<file path="src/rtl/forwarding_unit.sv">
// -----------------------------------------------------------------------------
// forwarding_unit
//
// Forwarding and load-use hazard controller for the 5-stage core. It keeps a
// shadow copy of the destination-register metadata of the instructions in
// EX, MEM and WB. From that copy it derives the operand-mux selects for the
// instruction in EX, and the load-use stall for the instruction in ID.
//
// Select encoding (operand muxes in EX):
//   2'b10  EX/MEM result
//   2'b01  MEM/WB writeback value
//   2'b00  register-file value
//
// Signalling: id_valid qualifies the ID fields in the same cycle. There is no
// ready. The consumer is throttled only through 'stall'. While stall=1 the
// source must present the same ID instruction again on the next cycle,
// because the EX slot it would have taken becomes a bubble. 'hold' freezes
// every record. A 'flush' seen during hold is dropped, so its source must
// assert it again.
//
// Ports:
//   clk           core clock, rising-edge
//   arst_n        asynchronous active-low reset
//   id_valid      instruction present in ID
//   id_rs1/rs2    ID source registers
//   id_rd         ID destination register
//   id_reg_write  ID instruction writes rd
//   id_mem_read   ID instruction is a load
//   flush         kill the ID instruction (EX becomes a bubble)
//   hold          global freeze
//   select_a/b    operand-A/B mux selects for the EX instruction
//   stall         load-use stall request to PC / IF-ID
//   stall_count   saturating count of counted stall cycles
// -----------------------------------------------------------------------------
module forwarding_unit #(
    parameter int REG_ADDR_W = 5,
    parameter int CNT_W      = 16
) (
    input  logic                  clk,
    input  logic                  arst_n,
    input  logic                  id_valid,
    input  logic [REG_ADDR_W-1:0] id_rs1,
    input  logic [REG_ADDR_W-1:0] id_rs2,
    input  logic [REG_ADDR_W-1:0] id_rd,
    input  logic                  id_reg_write,
    input  logic                  id_mem_read,
    input  logic                  flush,
    input  logic                  hold,
    output logic [1:0]            select_a,
    output logic [1:0]            select_b,
    output logic                  stall,
    output logic [CNT_W-1:0]      stall_count
);

    localparam logic [1:0] SEL_EXMEM = 2'b10;
    localparam logic [1:0] SEL_MEMWB = 2'b01;
    localparam logic [1:0] SEL_RF    = 2'b00;

    // EX record
    logic                  ex_valid;
    logic [REG_ADDR_W-1:0] ex_rs1;
    logic [REG_ADDR_W-1:0] ex_rs2;
    logic [REG_ADDR_W-1:0] ex_rd;
    logic                  ex_wr;
    logic                  ex_ld;

    // MEM record
    logic                  mem_valid;
    logic [REG_ADDR_W-1:0] mem_rd;
    logic                  mem_wr;
    logic                  mem_ld;

    // WB record
    logic                  wb_valid;
    logic [REG_ADDR_W-1:0] wb_rd;
    logic                  wb_wr;

    // A record only produces a value that someone can use if it writes a
    // register other than x0.
    logic ex_writer;
    logic mem_writer;
    logic wb_writer;

    assign ex_writer  = ex_valid  & ex_wr  & (ex_rd  != '0);
    assign mem_writer = mem_valid & mem_wr & (mem_rd != '0);
    assign wb_writer  = wb_valid  & wb_wr  & (wb_rd  != '0);

    // A load in MEM has no data yet. It is excluded from the EX/MEM path, so
    // the source falls through to MEM/WB or the register file.
    logic mem_fwd_ok;
    assign mem_fwd_ok = mem_writer & ~mem_ld;

    // ------------------------------------------------------------------
    // Operand selects (combinational from the registered records)
    // ------------------------------------------------------------------
    always_comb begin
        select_a = SEL_RF;
        select_b = SEL_RF;
        if (ex_valid) begin
            if (mem_fwd_ok && (mem_rd == ex_rs1)) begin
                select_a = SEL_EXMEM;
            end else if (wb_writer && (wb_rd == ex_rs1)) begin
                select_a = SEL_MEMWB;
            end

            if (mem_fwd_ok && (mem_rd == ex_rs2)) begin
                select_b = SEL_EXMEM;
            end else if (wb_writer && (wb_rd == ex_rs2)) begin
                select_b = SEL_MEMWB;
            end
        end
    end

    // ------------------------------------------------------------------
    // Load-use stall. Both source fields are compared whatever the
    // consumer's format is, so some stalls are unnecessary but safe. One
    // bubble is enough: the consumer then meets the load in WB.
    // ------------------------------------------------------------------
    always_comb begin
        stall = id_valid & ex_writer & ex_ld &
                ((ex_rd == id_rs1) | (ex_rd == id_rs2));
    end

    // ------------------------------------------------------------------
    // Shadow pipeline
    // ------------------------------------------------------------------
    always_ff @(posedge clk or negedge arst_n) begin
        if (!arst_n) begin
            ex_valid  <= 1'b0;
            ex_rs1    <= '0;
            ex_rs2    <= '0;
            ex_rd     <= '0;
            ex_wr     <= 1'b0;
            ex_ld     <= 1'b0;
            mem_valid <= 1'b0;
            mem_rd    <= '0;
            mem_wr    <= 1'b0;
            mem_ld    <= 1'b0;
            wb_valid  <= 1'b0;
            wb_rd     <= '0;
            wb_wr     <= 1'b0;
        end else if (!hold) begin
            wb_valid  <= mem_valid;
            wb_rd     <= mem_rd;
            wb_wr     <= mem_wr;

            mem_valid <= ex_valid;
            mem_rd    <= ex_rd;
            mem_wr    <= ex_wr;
            mem_ld    <= ex_ld;

            // The fields are copied even for a bubble. Only valid matters.
            ex_valid  <= id_valid & ~stall & ~flush;
            ex_rs1    <= id_rs1;
            ex_rs2    <= id_rs2;
            ex_rd     <= id_rd;
            ex_wr     <= id_reg_write;
            ex_ld     <= id_mem_read;
        end
    end

    // ------------------------------------------------------------------
    // Saturating stall counter. Stall cycles spent under hold are not
    // counted.
    // ------------------------------------------------------------------
    always_ff @(posedge clk or negedge arst_n) begin
        if (!arst_n) begin
            stall_count <= '0;
        end else if (stall && !hold && (stall_count != '1)) begin
            stall_count <= stall_count + CNT_W'(1);
        end
    end

endmodule

</file>
<file path="config.mk">
export PLATFORM = sky130hd
export DESIGN_NAME = forwarding_unit
export DESIGN_NICKNAME = d
export VERILOG_FILES = /design/src/rtl/forwarding_unit.sv
export SDC_FILE = /design/constraint.sdc
export NUM_CORES = 1
export LEC_CHECK = 0
export BUFFER_PORTS_ARGS = -buffer_cell sky130_fd_sc_hd__buf_2
export CORE_UTILIZATION = 42
export CTS_CLUSTER_DIAMETER = 100
export CTS_CLUSTER_SIZE = 40
export DETAILED_ROUTE_END_ITERATION = 10
export GPL_ROUTABILITY_DRIVEN = 0
export PLACE_DENSITY = 0.59
export SYNTH_ARGS = -nofsm -noshare
export SYNTH_HDL_FRONTEND = slang
export SYNTH_SLANG_ARGS = --single-unit
export TNS_END_PERCENT = 20
</file>
<file path="constraint.sdc">
create_clock -name clk -period 6 [get_ports clk]
set_input_delay 1.8 -clock clk [delete_from_list [all_inputs] [get_ports clk]]
set_output_delay 1.8 -clock clk [all_outputs]
set_load 0.02 [all_outputs]
</file>
==> impl_results.md <==
- Synthesized flop and latch total: slightly below 50
- Number of flops mapped to enable cells by yosys: 0
- DRT iter0 DRCs: 77
- Max Clock Freq: between 200 and 250 MHz
- Post-synthesis adder-cell area fraction: 0.005141
- Count of cell types in the netlist: 32
- Flop2flop setup slack: 3.85 ns
- Endpoints failing setup: 0
- Die Span Y: about 80 um
- Number of global-route vias before repair: approximately 1600
- Main synth FF type: dfrtp_1
- Final period util: 0.7757
- Required time worst endpoint: 4.20 ns
- Worst vdd ir: approximately 140 uV
- Final hold vios: 0
- Grt ovf: 0
- Final slew viol count: 0
- Layout cells sized above 1: 0.3745
- Cells after Synth: a little under 200
- Drt drc: 0
- Yosys warnings: 0
- Async SR Flop Fraction: 1.000
- Synth Area per Inst: ~12 um2
- Vias: approximately 1600
- Die area: between 0.006 and 0.007 mm2
- Setup bufs post-CTS: 0
- Worst-Skew Late Latency: 0.30 ns
- CP max stage delay: between 0.2 and 0.3 ns
- Leak Pwr: ~1.3 nW
- Via density: 5.124
- Pwr Density: between 200 and 250 mW/mm2
- DP Wirelength: about 3.4 mm
- PortBufs: 42
- DRT antenna net count: 0
- Maximum fanout along the worst path: 6
- Largest net degree at the start of global routing: 50
- Complex-gate fraction of the synthesized area: 0.02622
- Top cells by count, synth: dfrtp_1 (49), mux2_2 (33), xor2_1 (23), xnor2_1 (20)
- WL final: 4.667 mm
- CTS tree: yes
- Number of max-cap violations: 0
- Worst path most repeated cell: buf_2
- Layout Area Growth over Synthesis: 15.53%
- Final Net Count: 265
- Area contributors post-synth: dfrtp_1 (50%), mux2_2 (15%), xor2_1 (8.3%)
- Synth Area in XOR/XNOR: 0.1548
- Status: finished, final reports clean
- Data arrival time of the critical path: between 2 and 3 ns
- Mapped Area: approximately 0.0024 mm2
- # IOs: 43
- Worst min path class: flop to flop
- Minimum clock period: 4.654 ns
- Largest family of logic cells by synthesized area: multiplexers
- Routed WL per cell: 14.82 um
- Post-CTS Resized: 0
- First-pass GRT wire length: 8.024 mm
- Max-slew headroom: 0.4177
- # rows: 27
- Count leader, synth: dfrtp_1
- Post-Synth Simple-Gate Area: 0.1342
- Fin Setup TNS: 0 ns
- Htree depth: 2
- Setup crit end kind: primary output
- Initial Util: 0.4393
- Core Region: 0.005540 mm2
- Initial antenna violation count: 0
- Clock Root Buffer: clkbuf_8
- Dpl ws: 1.333 ns
- Worst-path cell chain: buf_2 > xor2_1 > nor2_1 > a22oi_2 > nor2_2 > buf_2
- Hold Buf Count CTS: 0
- Top cell type's share of synthesized area: 0.5039
- Cell taking the most area after synthesis: dfrtp_1
- Critical path startpoint category: input pin
- # clock sinks: 49
- Die X: between 70 and 80 um
- Clock transition at the registers of the reported paths: about 0.09 ns
- Mux contribution to synthesized area: 0.1589
- CP Class: input pin to primary output
- Final Skew: around 0.009 ns
- All-Layer GR Usage: 0.1709
- Slowest cell on crit path: nor2_2
- RSZ-0062 raised after global routing: false
- Final Util: 0.5075
- Least-Margin Pin Slew: 0.8734 ns
- Post-synth net total: 220
- CTS max path bufs: 2
- Total CTS buffers: 5
- Diode count: 0
- Sequential area share after synthesis: 0.5039
- Pre-antenna DRT Iters: 4
- Final Worst Setup Slack: around 1.3 ns
==> path summary, 6_finish.rpt <==
| path | start | to | cells past startpoint |
|---|---|---|---|
| setup reg to reg | ex_rd[1] | stall_count[13] | 6 |
| setup / recovery | id_rs1[3] | stall | 6 |
| hold / removal | stall_count[11] | stall_count[11] | 1 |
| hold reg to reg | stall_count[11] | stall_count[11] | 1 |
| min in group asynchronous | arst_n | wb_rd[1] | 2 |
| max in group asynchronous | arst_n | stall_count[3] | 2 |
==> layout make-up <==
cell class / instances / area [um2]
Clock buffer: 6 / 82.58
Clock inverter: 2 / 13.76
Fill cell: 528 / 2729
Inverter: 4 / 15.01
Multi-Input combinational cell: 139 / 1166
Sequential cell: 49 / 1226
Tap cell: 72 / 90.09
Timing Repair Buffer: 43 / 217.7
==> placed cells by master (no fill, tap or decap), drive strengths merged, types with 5 or more instances in the layout <==
cell,Yosys,routed
xnor2,20,20
nor4,5,5
xor2,23,23
nand2,8,8
nor2,7,7
mux2,34,34
nand3,7,7
clkbuf,0,6
nand4,8,8
buf,5,43
dfrtp,49,49
==> metal layers <==
layer	part of all wire	vias up	GRT usage
met5	0	-	0
met2	0.42	33	0.2456
met3	0.042	6	0.04186
li1	-	790	-
met4	0.011	0	0.04444
met1	0.52	785	0.2560
==> through the flow <==
step	hold slack (ns)	power, W	cells	instance area [um2]
final	0.4988	0.0006998	315	2811
after global routing	0.5121	0.0007408	315	2811
after CTS	0.4975	0.0007128	315	2811
after detailed placement	0.4814	0.0005048	307	2715
after global placement	0.4759	0.0005025	307	2715
after floorplan	0.4791	0.0004669	197	2434
==> critical path, delay by kind of cell <==
| kind | cells | cell delay (ns) |
|---|---|---|
| xor+xnor | 1 | 0.13 |
| compound gates | 1 | 0.14 |
| simple gates | 2 | 0.45 |
| buf+inv | 2 | 0.33 |
==> sequential cells by signal, summed over array words and instances, names as in the netlist, 5 cells and up <==
signal,count
wb_rd,5
ex_rd,5
mem_rd,5
stall_count,16
ex_rs1,5
ex_rs2,5
==> power by group <==
| group | internal (W) | switching, W |
|---|---|---|
| logic | 0.0000567 | 0.0000421 |
| clock network | 0.0000936 | 0.000110 |
| registers | 0.000359 | 0.0000376 |
==> cell families (layout without fill, tap and decap cells) <==
family	after synthesis	in the layout
multiplexers	34	34
XOR/XNOR	43	43
buffers and inverters	9	55
adder cells (fa/ha/maj)	1	1
flip-flops	49	49
AO/OA/AOI/OAI	8	8
AND/OR/NAND/NOR	53	53
Note: power is estimated with default switching activity, not from simulation.
